File: src/rtl/tap_upload_streamer.sv
// Serves hps_io upload reads as a KC .TAP image (16-byte header + 129-byte blocks) built from KC memory.
// Header/block/pad bytes are ready 2 cycles after rd; data bytes 1 cycle after mem_ack; ioctl_wait stalls the HPS meanwhile.
module tap_upload_streamer #(
    parameter int ADDR_W   = 16,
    parameter int BLK_DATA = 128,
    parameter int HDR_LEN  = 16
) (
    input  logic              clk_sys,
    input  logic              reset,
    input  logic              ioctl_upload,
    input  logic              ioctl_rd,
    input  logic [24:0]       ioctl_addr,
    output logic [7:0]        ioctl_din,
    output logic              ioctl_wait,
    input  logic [ADDR_W-1:0] start_addr,
    input  logic [15:0]       length,
    output logic              mem_req,
    output logic [ADDR_W-1:0] mem_addr,
    input  logic [7:0]        mem_data,
    input  logic              mem_ack,
    output logic [24:0]       file_size,
    output logic              busy,
    output logic              done,
    output logic              err
);

    localparam int P_W = $clog2(BLK_DATA);
    localparam int KW  = 17 - P_W;

    localparam logic [2:0] S_IDLE   = 3'd0;
    localparam logic [2:0] S_HDR    = 3'd1;
    localparam logic [2:0] S_BLKNUM = 3'd2;
    localparam logic [2:0] S_FETCH  = 3'd3;
    localparam logic [2:0] S_PAD    = 3'd4;
    localparam logic [2:0] S_DONE   = 3'd5;

    logic [2:0]     state;
    logic           upload_q;
    logic [24:0]    exp_off;
    logic [KW-1:0]  blk_idx;
    logic [P_W-1:0] pos;
    logic [KW-1:0]  n_blk;
    logic [15:0]    length_q;
    logic           prep;

    logic [KW-1:0]  n_calc;
    logic [KW-1:0]  n_eff;
    logic [24:0]    fsize_calc;
    logic           last_blk;
    logic [7:0]     cur_byte;
    logic [2:0]     nx_state;
    logic [KW-1:0]  nx_blk;
    logic [P_W-1:0] nx_pos;
    logic           nx_payload;

    function automatic logic [7:0] hdr_byte(input logic [3:0] idx);
        case (idx)
            4'd0:    return 8'hC3;
            4'd1:    return 8'h4B;
            4'd2:    return 8'h43;
            4'd3:    return 8'h2D;
            4'd4:    return 8'h54;
            4'd5:    return 8'h41;
            4'd6:    return 8'h50;
            4'd7:    return 8'h45;
            4'd8:    return 8'h20;
            4'd9:    return 8'h62;
            4'd10:   return 8'h79;
            4'd11:   return 8'h20;
            4'd12:   return 8'h41;
            4'd13:   return 8'h46;
            4'd14:   return 8'h2E;
            default: return 8'h20;
        endcase
    endfunction

    // Zero-length saves still produce one (all-pad) block.
    assign n_calc     = KW'((17'(length) + 17'(BLK_DATA - 1)) >> P_W);
    assign n_eff      = (n_calc == '0) ? KW'(1) : n_calc;
    assign fsize_calc = 25'(HDR_LEN) + 25'(n_eff) * 25'(BLK_DATA + 1);
    assign last_blk   = (blk_idx == n_blk - KW'(1));

    always_comb begin
        cur_byte = 8'h00;
        case (state)
            S_HDR:    cur_byte = hdr_byte(exp_off[3:0]);
            S_BLKNUM: cur_byte = last_blk ? 8'hFF : 8'(blk_idx + KW'(1));
            default:  cur_byte = 8'h00;
        endcase
    end

    // Position of the byte following the current one; payload bytes split into fetch or pad by length.
    always_comb begin
        nx_state   = state;
        nx_blk     = blk_idx;
        nx_pos     = pos;
        nx_payload = 1'b0;
        case (state)
            S_HDR: begin
                if (exp_off == 25'(HDR_LEN - 1))
                    nx_state = S_BLKNUM;
            end
            S_BLKNUM: begin
                nx_pos     = '0;
                nx_payload = 1'b1;
            end
            S_FETCH, S_PAD: begin
                if (pos == P_W'(BLK_DATA - 1)) begin
                    if (last_blk) begin
                        nx_state = S_DONE;
                    end else begin
                        nx_blk   = blk_idx + KW'(1);
                        nx_pos   = '0;
                        nx_state = S_BLKNUM;
                    end
                end else begin
                    nx_pos     = pos + P_W'(1);
                    nx_payload = 1'b1;
                end
            end
            default: nx_state = state;
        endcase
        if (nx_payload)
            nx_state = ({nx_blk, nx_pos} < {1'b0, length_q}) ? S_FETCH : S_PAD;
    end

    always_ff @(posedge clk_sys or posedge reset) begin
        if (reset) begin
            state      <= S_IDLE;
            upload_q   <= 1'b0;
            exp_off    <= '0;
            blk_idx    <= '0;
            pos        <= '0;
            n_blk      <= '0;
            length_q   <= '0;
            prep       <= 1'b0;
            ioctl_din  <= 8'h00;
            ioctl_wait <= 1'b0;
            mem_req    <= 1'b0;
            mem_addr   <= '0;
            file_size  <= '0;
            busy       <= 1'b0;
            done       <= 1'b0;
            err        <= 1'b0;
        end else begin
            upload_q <= ioctl_upload;
            done     <= 1'b0;
            case (state)
                S_IDLE: begin
                    if (ioctl_upload && !upload_q) begin
                        state      <= S_HDR;
                        exp_off    <= '0;
                        blk_idx    <= '0;
                        pos        <= '0;
                        n_blk      <= n_eff;
                        length_q   <= length;
                        mem_addr   <= start_addr;
                        file_size  <= fsize_calc;
                        busy       <= 1'b1;
                        err        <= 1'b0;
                        ioctl_wait <= 1'b1;
                        ioctl_din  <= 8'h00;
                        prep       <= 1'b1;
                    end
                end
                S_DONE: begin
                    if (!ioctl_upload) begin
                        state <= S_IDLE;
                        busy  <= 1'b0;
                    end
                end
                default: begin
                    if (!ioctl_upload) begin
                        // An outstanding request is simply dropped; acks are only honoured while mem_req is high.
                        state      <= S_IDLE;
                        busy       <= 1'b0;
                        mem_req    <= 1'b0;
                        ioctl_wait <= 1'b0;
                        ioctl_din  <= 8'h00;
                        prep       <= 1'b0;
                    end else if (err) begin
                        state <= state;
                    end else if (ioctl_rd && (ioctl_wait || ioctl_addr != exp_off)) begin
                        err        <= 1'b1;
                        mem_req    <= 1'b0;
                        prep       <= 1'b0;
                        ioctl_wait <= 1'b0;
                        ioctl_din  <= 8'h00;
                    end else if (ioctl_rd) begin
                        exp_off <= exp_off + 25'd1;
                        state   <= nx_state;
                        blk_idx <= nx_blk;
                        pos     <= nx_pos;
                        if (state == S_FETCH || state == S_PAD)
                            mem_addr <= mem_addr + ADDR_W'(1);
                        if (nx_state == S_DONE) begin
                            done       <= 1'b1;
                            ioctl_wait <= 1'b0;
                            ioctl_din  <= 8'h00;
                        end else if (nx_state == S_FETCH) begin
                            mem_req    <= 1'b1;
                            ioctl_wait <= 1'b1;
                        end else begin
                            prep       <= 1'b1;
                            ioctl_wait <= 1'b1;
                        end
                    end else if (prep) begin
                        ioctl_din  <= cur_byte;
                        ioctl_wait <= 1'b0;
                        prep       <= 1'b0;
                    end else if (mem_req && mem_ack) begin
                        ioctl_din  <= mem_data;
                        mem_req    <= 1'b0;
                        ioctl_wait <= 1'b0;
                    end
                end
            endcase
        end
    end

endmodule
File: config.mk
export PLATFORM = sky130hd
export DESIGN_NAME = tap_upload_streamer
export DESIGN_NICKNAME = d
export VERILOG_FILES = /design/src/rtl/tap_upload_streamer.sv
export SDC_FILE = /design/constraint.sdc
export NUM_CORES = 1
export LEC_CHECK = 0
export CAP_MARGIN = 20
export CELL_PAD_IN_SITES_DETAIL_PLACEMENT = 1
export CELL_PAD_IN_SITES_GLOBAL_PLACEMENT = 2
export CORE_MARGIN = 4
export CORE_UTILIZATION = 33
export CTS_BUF_LIST = sky130_fd_sc_hd__clkbuf_8
export DETAILED_ROUTE_END_ITERATION = 12
export PLACE_DENSITY_LB_ADDON = 0.25
export SYNTH_ARGS = -nofsm -noshare
export SYNTH_HDL_FRONTEND = slang
export SYNTH_SLANG_ARGS = --single-unit
File: constraint.sdc
create_clock -name clk_sys -period 5 [get_ports clk_sys]
set_input_delay 1.25 -clock clk_sys [delete_from_list [all_inputs] [get_ports clk_sys]]
set_output_delay 1.25 -clock clk_sys [all_outputs]
set_load 0.005 [all_outputs]
* After elaboration in Yosys (flattened, before gate mapping)
Memory sizes are Yosys's and may differ from the RTL's. Index checks and enable logic that the tools add are counted.
Word-level totals: flip-flop bits (word level) 127, memory bits (read-only) 128, input bits 70, output and inout port bits 54, word-level logic and storage cells 173, memories kept 1
Memories:
- (no name shown) | depth 16, bits a word 8, read ports 1, clocked after Yosys merged registers in 0, write ports 0, line 57 | case (idx)
Operators by class: add/sub/neg operators 7, multipliers 1, order comparisons 1, equality and inequality tests 28, muxes and demuxes 94, bitwise operators 2, reduce and logical (&&, ||, !) cells 23
Operators with widths (number):
- $mux 25 | 5
- $mux 16 | 6
- $mux 10 | 9
- $mux 8 | 9
- $pmux 25 s2 | 1
- $mux 7 | 7
- $mux 1 | 34
- $mux 3 | 11
- $pmux 16 s2 | 1
- $pmux 8 s2 | 2
- $pmux 7 s2 | 2
- $add 25x1->25 const B | 1
- $eq 25x4->1 const B | 1
- $ne 25x25->1 | 1
- $pmux 10 s2 | 1
- $add 5x18->19 const A | 1
- $mul 10x8->18 const B | 1
- $add 16x7->17 const B | 1
- $lt 17x16->1 | 1
- $add 16x1->16 const B | 1
- $reduce_and 5->1 | 3
- $pmux 3 s2 | 2
- $reduce_and 6->1 | 2
- $add 10x1->10 const B | 1
- other kinds (31) | 52

* Longest topological paths before layout
Gate-level depths: netlist (run 1).
depth in word-level cells 16, gate-level depth with buffers 19, depth with buffers taken out 18

* Worst setup path before layout (run 1)
OpenSTA, ideal clock, no wires.
path kind input port to flip-flop, start input port length[6], end register file_size[14], library setup time 135 ps, arrival time 4434 ps, path slack 430 ps, cell stages on the path 19, path buffers 2, cells stage by stage nor4_1 nand2_1 and2_1 clkbuf_1 and3_1 clkbuf_1 nand2_1 nor2_1 ha_1 ha_1 ha_1 a31oi_1 nor2b_1 o21ai_0 nand2b_1 maj3_1 nand2_1 xor2_1 o21ai_0
On the way: word-level cells in the longest chain between the ends 5
Ends and longest elaborated chain:
- from (decl) | line 16 | input logic [15:0] length,
- $add 16x7->17 (*) | line 78 | assign n_calc = KW'((17'(length) + 17'(BLK_DATA - 1)) >> P_W);
- $logic_not 10->1 | line 79 | assign n_eff = (n_calc == '0) ? KW'(1) : n_calc;
- $mux 10 (*) | line 79
- named net n_eff[9] | line 47 | logic [KW-1:0] n_eff;
- $mul 10x8->18 (*) | line 80 | assign fsize_calc = 25'(HDR_LEN) + 25'(n_eff) * 25'(BLK_DATA + 1);
- $add 5x18->19 (*) | line 80
- to (signal assigned) | line 158 | file_size <= fsize_calc;
- to (decl) | line 21 | output logic [24:0] file_size,
Mark *: on every way through the listed nets, which the timed path passes. The rest lies on a longest branch. A chain may end at the register's enable or synchronous reset.

* Worst setup path in the final report (run 1)
start register n_blk[0], end register state[1]
On the way: word-level cells in the longest chain between the ends 13, elaborated cells on any way between the ends 19, those cells by class 1 x add/sub; 1 x order compare; 1 x eq/ne; 16 x mux
Ends and longest elaborated chain:
- from (decl) | line 42 | logic [KW-1:0] n_blk;
- from (signal assigned) | line 155 | n_blk <= n_eff;
- $sub 10x1->10 (*) | line 81 | assign last_blk = (blk_idx == n_blk - KW'(1));
- $eq 10x10->1 (*) | line 81
- $mux 7 / $mux 10 (equally long branches) | line 109 | if (last_blk) begin
- $mux 7 / $mux 10 (equally long branches) | line 108 | if (pos == P_W'(BLK_DATA - 1)) begin
- $pmux 7 s2 / $mux 10 (equally long branches) | line 98 | case (state)
- $lt 17x16->1 | line 124 | nx_state = ({nx_blk, nx_pos} < {1'b0, length_q}) ? S_FETCH : S_PAD;
- $mux 3 | line 124
- $mux 3 (*) | line 123 | if (nx_payload)
- $mux 3 (*) | line 189 | end else if (ioctl_rd) begin
- $mux 3 (*) | line 183 | end else if (ioctl_rd && (ioctl_wait || ioctl_addr != exp_off)) begin
- $mux 3 (*) | line 181 | end else if (err) begin
- $mux 3 (*) | line 173 | if (!ioctl_upload) begin
- $pmux 3 s2 (*) | line 148 | case (state)
- to (signal assigned) | line 182 | state <= state;
- to (signal assigned) | line 191 | state <= nx_state;
- to (decl) | line 37 | logic [2:0] state;
Every way passes the cells marked *; elsewhere a longest branch is shown, timed or not. The select of a mux whose other input is x is not followed.

==> results of run 1 <==
[path summary, 6_finish.rpt]
| path | start | endpoint |
|---|---|---|
| max reg2reg | n_blk[0] | state[1] |
| min in group asynchronous | reset | n_blk[5] |
| min | file_size[5] | file_size[5] |
| max in group asynchronous | reset | exp_off[10] |
| min reg2reg | file_size[5] | file_size[5] |
| max | n_blk[0] | state[1] |
[power by group through the flow]
stage	clock (uW)	sequential, uW	combinational [uW]
3_3_place_gp	0	1140	632
6_report	902	1120	635
5_1_grt	978	1140	712
2_1_floorplan	0	1120	337
4_1_cts	933	1120	645
3_5_place_dp	0	1140	640
[sequential cells by signal, summed over array words and instances, names as in the netlist]
signal,count
mem_req,1
length_q,16
state,3
file_size,14
upload_q,1
prep,1
busy,1
exp_off,25
done,1
blk_idx,10
err,1
ioctl_wait,1
n_blk,10
ioctl_din,8
pos,7
mem_addr,16
[kinds of logic after synthesis]
family / Yosys count / synth area share (%)
compound gates: 244 / 20.5
flops: 116 / 37.0
buf+inv: 109 / 5.79
simple gates: 338 / 20.6
other cells: 1 / 0.0478
xor+xnor: 71 / 7.93
fa+ha+maj: 41 / 6.48
mux: 12 / 1.60
[cells in the mapped netlist, types with 17 or more instances]
| cell | number | area (um2) |
|---|---|---|
| o21ai_0 | 71 | 355 |
| nand2_1 | 128 | 480 |
| ha_1 | 39 | 488 |
| a22o_1 | 20 | 175 |
| a21oi_1 | 53 | 265 |
| xnor2_1 | 48 | 420 |
| nor3_1 | 18 | 90.1 |
| dfrtp_1 | 116 | 2900 |
| nor2_1 | 59 | 221 |
| o22ai_1 | 17 | 106 |
| clkbuf_1 | 44 | 165 |
| xor2_1 | 23 | 201 |
| inv_1 | 49 | 184 |
| nand3_1 | 30 | 150 |
[routing by layer]
layer / part of all wire [%] / wire length (um) / track usage (%)
met2: 46 / 11000 / 29.7
met5: 0 / 0 / 0
met3: 4.0 / 964 / 3.63
met1: 49 / 11800 / 26.5
met4: 0.71 / 171 / 3.81
[worst max-delay path, cell delays in order (launching register included)]
cell	delay [ns]
dfrtp_2	0.43
inv_1	0.09
ha_2	0.23
o21ba_2	0.21
a22oi_1	0.18
mux2i_1	0.14
a2111oi_4	0.32
buf_4	0.21
nand3_2	0.14
a21o_1	0.23
a31oi_2	0.26
ha_1	0.29
o21ai_0	0.15
nor2_1	0.06
o221a_2	0.24
o31a_1	0.29
a211oi_1	0.21
buf_4	0.16
nand2_1	0.04
o21a_1	0.21
o41ai_1	0.38
[cell usage in the layout (no fill, tap or decap), types with 21 or more instances in the layout]
master,instances
inv_1,49
a21oi_1,53
nand3_1,30
nand2_1,128
ha_1,38
clkbuf_8,21
dfrtp_1,114
nor2_1,59
o21ai_0,71
buf_4,32
xnor2_1,48
xor2_1,23
clkdlybuf4s50_1,116
[layout make-up]
| cell class | count | area (um2) | share of cell area (%) |
|---|---|---|---|
| clock buffer | 21 | 289 | 2.94 |
| clock inverter | 10 | 106 | 1.08 |
| inverter | 50 | 190 | 1.93 |
| multi-input combinational | 713 | 4530 | 46.0 |
| sequential | 116 | 2910 | 29.5 |
| tap | 319 | 399 | 4.05 |
| timing repair buffer | 149 | 1420 | 14.4 |
[metrics by stage]
| step | instance area, um2 | std cells | setup WS, ns | hold WS [ns] | TNS [ns] |
|---|---|---|---|---|---|
| after detailed placement | 9430 | 1347 | -0.0323 | 0.470 | -0.0323 |
| after global routing | 9840 | 1378 | 0.00920 | 0.512 | 0 |
| after floorplan | 7870 | 938 | 0.430 | 0.468 | 0 |
| final | 9840 | 1378 | 0.382 | 0.481 | 0 |
| after global placement | 9430 | 1347 | 0.0481 | 0.463 | 0 |
| after CTS | 9830 | 1378 | 0.0817 | 0.491 | 0 |
[repair_timing]
| item | CTS | global route |
|---|---|---|
| endpoints found under the setup margin | 0 | 5 |
| hold buffers | 0 | 0 |
| gates resized for setup | 0 | 5 |
==> key figures, run 1 <==
Synth
  • Post-synthesis sequential area ratio: 37.0%
  • Syn Area/Cell: 8.42 um2
  • Yosys cell types: 66
  • Async S/R FF share, synth: 100%
  • Synth Register Bits: 116
  • Yosys warning count: 0
  • Synth Cell Area: 0.00784 mm2
  • Post-synth EDFFs: 0
  • Gate Count Post-Synth: 932
  • Most used DFF post-synth: dfrtp_1

Die
  • Die width: 162 um
  • Rows: 56
  • Core Area: 0.0234 mm2
  • Initial core utilization: 33.5%
  • Die Span Y: 162 um
  • Die Area: 0.0263 mm2
  • Top Ports: 124

Clock network
  • Worst-skew pair later-pin latency: 0.45 ns
  • CTS tree: built
  • Clock slew at reported path FFs: 0.08 ns
  • Setup Fix Bufs, Post-CTS: 0
  • Clock Tree Buf Depth: 2
  • Clk sinks: 116
  • Num CTS Buffers: 17
  • Clock Tree Root: clkbuf_8
  • Max H-tree Level: 4

Placed design
  • Dpl hpwl: 17600 um
  • # port buffers: 116
  • Gpl congestion: 0.789

Setup path
  • Crit path capture type: register
  • Crit path max fanout: 8
  • WS Path Type: register to register
  • Worst endpoint required time: 5.32 ns
  • Arrival @ worst endpoint: 4.94 ns
  • Startpoint Class: register
  • Reg2Reg Setup Slack: 0.38 ns
  • Reg2reg path depth: 20

Pwr
  • Post-layout power: 2660 uW
  • PwrDens: 270 mW/mm2
  • Switching share of power: 30.7%
  • Leakage: 0.00412 uW
  • Switching power: 817 uW
  • P_int: 1840 uW
  • Sequential fraction of design power: 42.2%
  • Max VDD drop: 0.000112 V
  • Clock Power Share: 33.9%
  • Gate power share: 23.9%

Timing
  • Final Slew Violations: 0
  • RSZ-0062 raised after global routing: false
  • Final worst path period need: 4.62 ns
  • Top achievable clock speed: 217 MHz
  • Tightest Pin Transition: 0.911 ns
  • Final Hold Viols: 0
  • Fin crit share: 92.4%
  • Slew headroom: 38.8%
  • Final setup violation count: 0
  • Setup Skew: 0.0177 ns

Finish
  • Fin util: 42.1%
  • Area Growth Syn to Fin: 25.5%
  • Filler instances: 2805
  • Share of layout cells above drive strength 1: 8.12%
  • ANT cells: 0
  • Nets@finish: 1156

Status
  • Status: finished clean

GRT
  • Largest net degree at the start of global routing: 74
  • Grt ovf: 0
  • First-pass GRT wire length: 39400 um
  • Antenna violations before repair: 0
  • GR Util All Layers: 18.6%
  • Vias in the first global route: 7450

Detailed routing
  • Vias per inst: 5.25
  • DRC: 0
  • Routed WL: 24000 um
  • DRT iter0 DRCs: 368
  • Via count: 7236
  • First-pass DRT Iterations: 4
  • Post-route ant nets: 0
  • Wirelength per Cell: 17.4 um

Flow run
  • # Max-Cap Violations: 0

Hold path
  • Worst hold path stage count: 2
  • Hold crit path type: register to register
Power figures use the tool's default switching activity.
==> run 2: changes to the inputs <==
- CORE_UTILIZATION: 33 -> 38
- DONT_BUFFER_PORTS: not set -> 1
==> key figures, run 2 (same netlist as run 1, synthesis figures left out) <==
GRT
  • First-pass GRT wire length: 38700 um (-1.9%)
  • Grt ovf: 0 (unchanged)
  • Antenna violations before repair: 0 (unchanged)
  • Vias in the first global route: 7264 (-2.5%)
  • GR Util All Layers: 21.2% (+2.6 points)
  • Largest net degree at the start of global routing: 75 (+1.4%)

Placed design
  • Gpl congestion: 0.890 (+13%)
  • Dpl hpwl: 18100 um (+2.8%)
  • Placed Area: 0.00814 mm2 (-14%)
  • # port buffers: 0 (-100%)

Die
  • Die Span Y: 152 um (-6.5%)
  • Rows: 52 (-7.1%)
  • Die width: 152 um (-6.5%)
  • Die Area: 0.0230 mm2 (-13%)
  • Initial core utilization: 38.6% (+5.1 points)
  • Top Ports: 124 (unchanged)
  • Core Area: 0.0203 mm2 (-13%)

Detailed routing
  • First-pass DRT Iterations: 5 (+1)
  • Via count: 6867 (-5.1%)
  • Post-route ant nets: 0 (unchanged)
  • Vias per inst: 5.68 (+8.3%)
  • Routed WL: 24100 um (+0.44%)
  • DRC: 0 (unchanged)
  • DRT iter0 DRCs: 359 (-2.4%)
  • Wirelength per Cell: 19.9 um (+15%)

Finish
  • Max reg flops: 25 (unchanged)
  • Area of the multi-input gates: 0.00453 mm2 (about the same)
  • Share of layout cells above drive strength 1: 8.53% (+0.41 points)
  • Nets@finish: 1034 (-11%)
  • Final Cell Area: 0.00867 mm2 (-12%)
  • Commonest non-fill, non-tap cells in the layout: nand2_1 (128), dfrtp_1 (115), o21ai_0 (71)
  • Top flop regs: exp_off: 25 flops, length_q: 16 flops, mem_addr: 16 flops
  • ANT cells: 0 (unchanged)
  • Largest Register: exp_off
  • Commonest non-fill, non-tap cell in the layout: nand2_1
  • Filler instances: 2447 (-13%)
  • Area Growth Syn to Fin: 10.6%
  • Register area: 0.00290 mm2 (about the same)

Clock network
  • Clk sinks: 116 (unchanged)
  • Worst-skew pair later-pin latency: 0.45 ns (about the same)
  • Clock Tree Root: clkbuf_8
  • Hold buffers post-CTS: 0 (unchanged)
  • Max H-tree Level: 4 (unchanged)
  • CTS tree: built
  • Num CTS Buffers: 17 (unchanged)
  • Setup Fix Bufs, Post-CTS: 0 (unchanged)
  • Gates resized, CTS repair: 0 (unchanged)
  • Clock slew at reported path FFs: 0.08 ns (about the same)
  • Clock Tree Buf Depth: 2 (unchanged)

Timing
  • Setup TNS: 0 ns (unchanged)
  • WHS: 0.513 ns (+0.0319 ns)
  • RSZ-0062 raised after global routing: false
  • Fin crit share: 92.1% (-0.30 points)
  • Top achievable clock speed: 217 MHz (+0.33%)
  • Final Slew Violations: 0 (unchanged)
  • Tightest Pin Transition: 0.881 ns (-0.0300 ns)
  • Final setup violation count: 0 (unchanged)
  • Slew headroom: 41.2% (+2.5 points)
  • Final Hold Viols: 0 (unchanged)
  • Setup Skew: 0.0165 ns (-0.00127 ns)
  • Final worst path period need: 4.60 ns (-0.0152 ns)

Setup path
  • Startpoint Class: register
  • Worst R2R Start: n_blk[1]
  • Reg2reg path depth: 20 (unchanged)
  • Crit path max fanout: 8 (unchanged)
  • Worst endpoint required time: 5.37 ns (+0.05 ns)
  • Arrival @ worst endpoint: 4.97 ns (+0.03 ns)
  • Reg2Reg Setup Slack: 0.40 ns (+0.02 ns)
  • WS Path Type: register to register
  • Critical Path End: mem_req
  • Crit path capture type: register
  • Worst setup path start: n_blk[1]
  • Critical R2R Capture: mem_req

Pwr
  • PwrDens: 305 mW/mm2 (+13%)
  • Max VDD drop: 0.000158 V (+41%)
  • Leakage: 0.00369 uW (-10%)

Flow run
  • # Max-Cap Violations: 0 (unchanged)

Hold path
  • Worst hold path stage count: 2 (unchanged)
  • Hold crit path type: register to register

Status
  • Status: finished clean
[run 2: metal layers]
layer  vias up  routed length, um  track usage, %
met5         -                  0               0
met4         0                445            6.65
met3        29               1440            4.28
met2       145              11700            36.8
met1      3428              10400            26.6
li1       3265                  -               -
[run 2: report_power, final]
group          internal, uW  leakage [uW]  total, uW  switching (uW)
logic                   169       0.00196        440             271
registers              1030       0.00149       1140             103
clock network           654      0.000236       1070             417
total                  1860       0.00369       2650             792
[run 2: layout make-up]
class / instances / share of cell area, %
timing repair buffer: 27 / 2.61
sequential: 116 / 33.5
inverter: 50 / 2.19
clock buffer: 18 / 2.86
multi-input combinational: 713 / 52.3
tap: 270 / 3.89
clock inverter: 14 / 2.70
[run 2: worst min-delay path by stage]
stage,slack (ns),end,startpoint
5_1_grt,0.54,file_size[5],file_size[5]
3_3_place_gp,0.50,file_size[4],file_size[4]
2_1_floorplan,0.47,n_blk[9],n_blk[9]
3_5_place_dp,0.50,file_size[7],file_size[7]
6_report,0.51,file_size[5],file_size[5]
4_1_cts,0.52,file_size[5],file_size[5]
[run 2: critical path, cell delays in order, from the launching register on]
cell,delay (ns)
dfrtp_2,0.42
inv_1,0.07
ha_1,0.28
nor2b_1,0.18
a221oi_1,0.31
nor2_1,0.12
a2111oi_4,0.32
buf_6,0.18
nand3_2,0.13
a21o_1,0.21
a31oi_2,0.24
ha_1,0.28
o21ai_0,0.18
nor2_1,0.06
o221a_2,0.24
o31a_1,0.30
a211oi_2,0.18
buf_4,0.15
a21boi_0,0.08
a221o_1,0.33
a211oi_1,0.24
[run 2: metrics by stage]
stage                     setup WS, ns  instances  util [%]  total power (uW)
after CTS                        0.200       1206      42.5              2680
final                            0.397       1208      42.7              2650
after global routing           0.00210       1208      42.7              2800
after global placement           0.305       1174      40.1              1570
after floorplan                  0.430        938         -              1460
after detailed placement         0.148       1174      40.1              1600
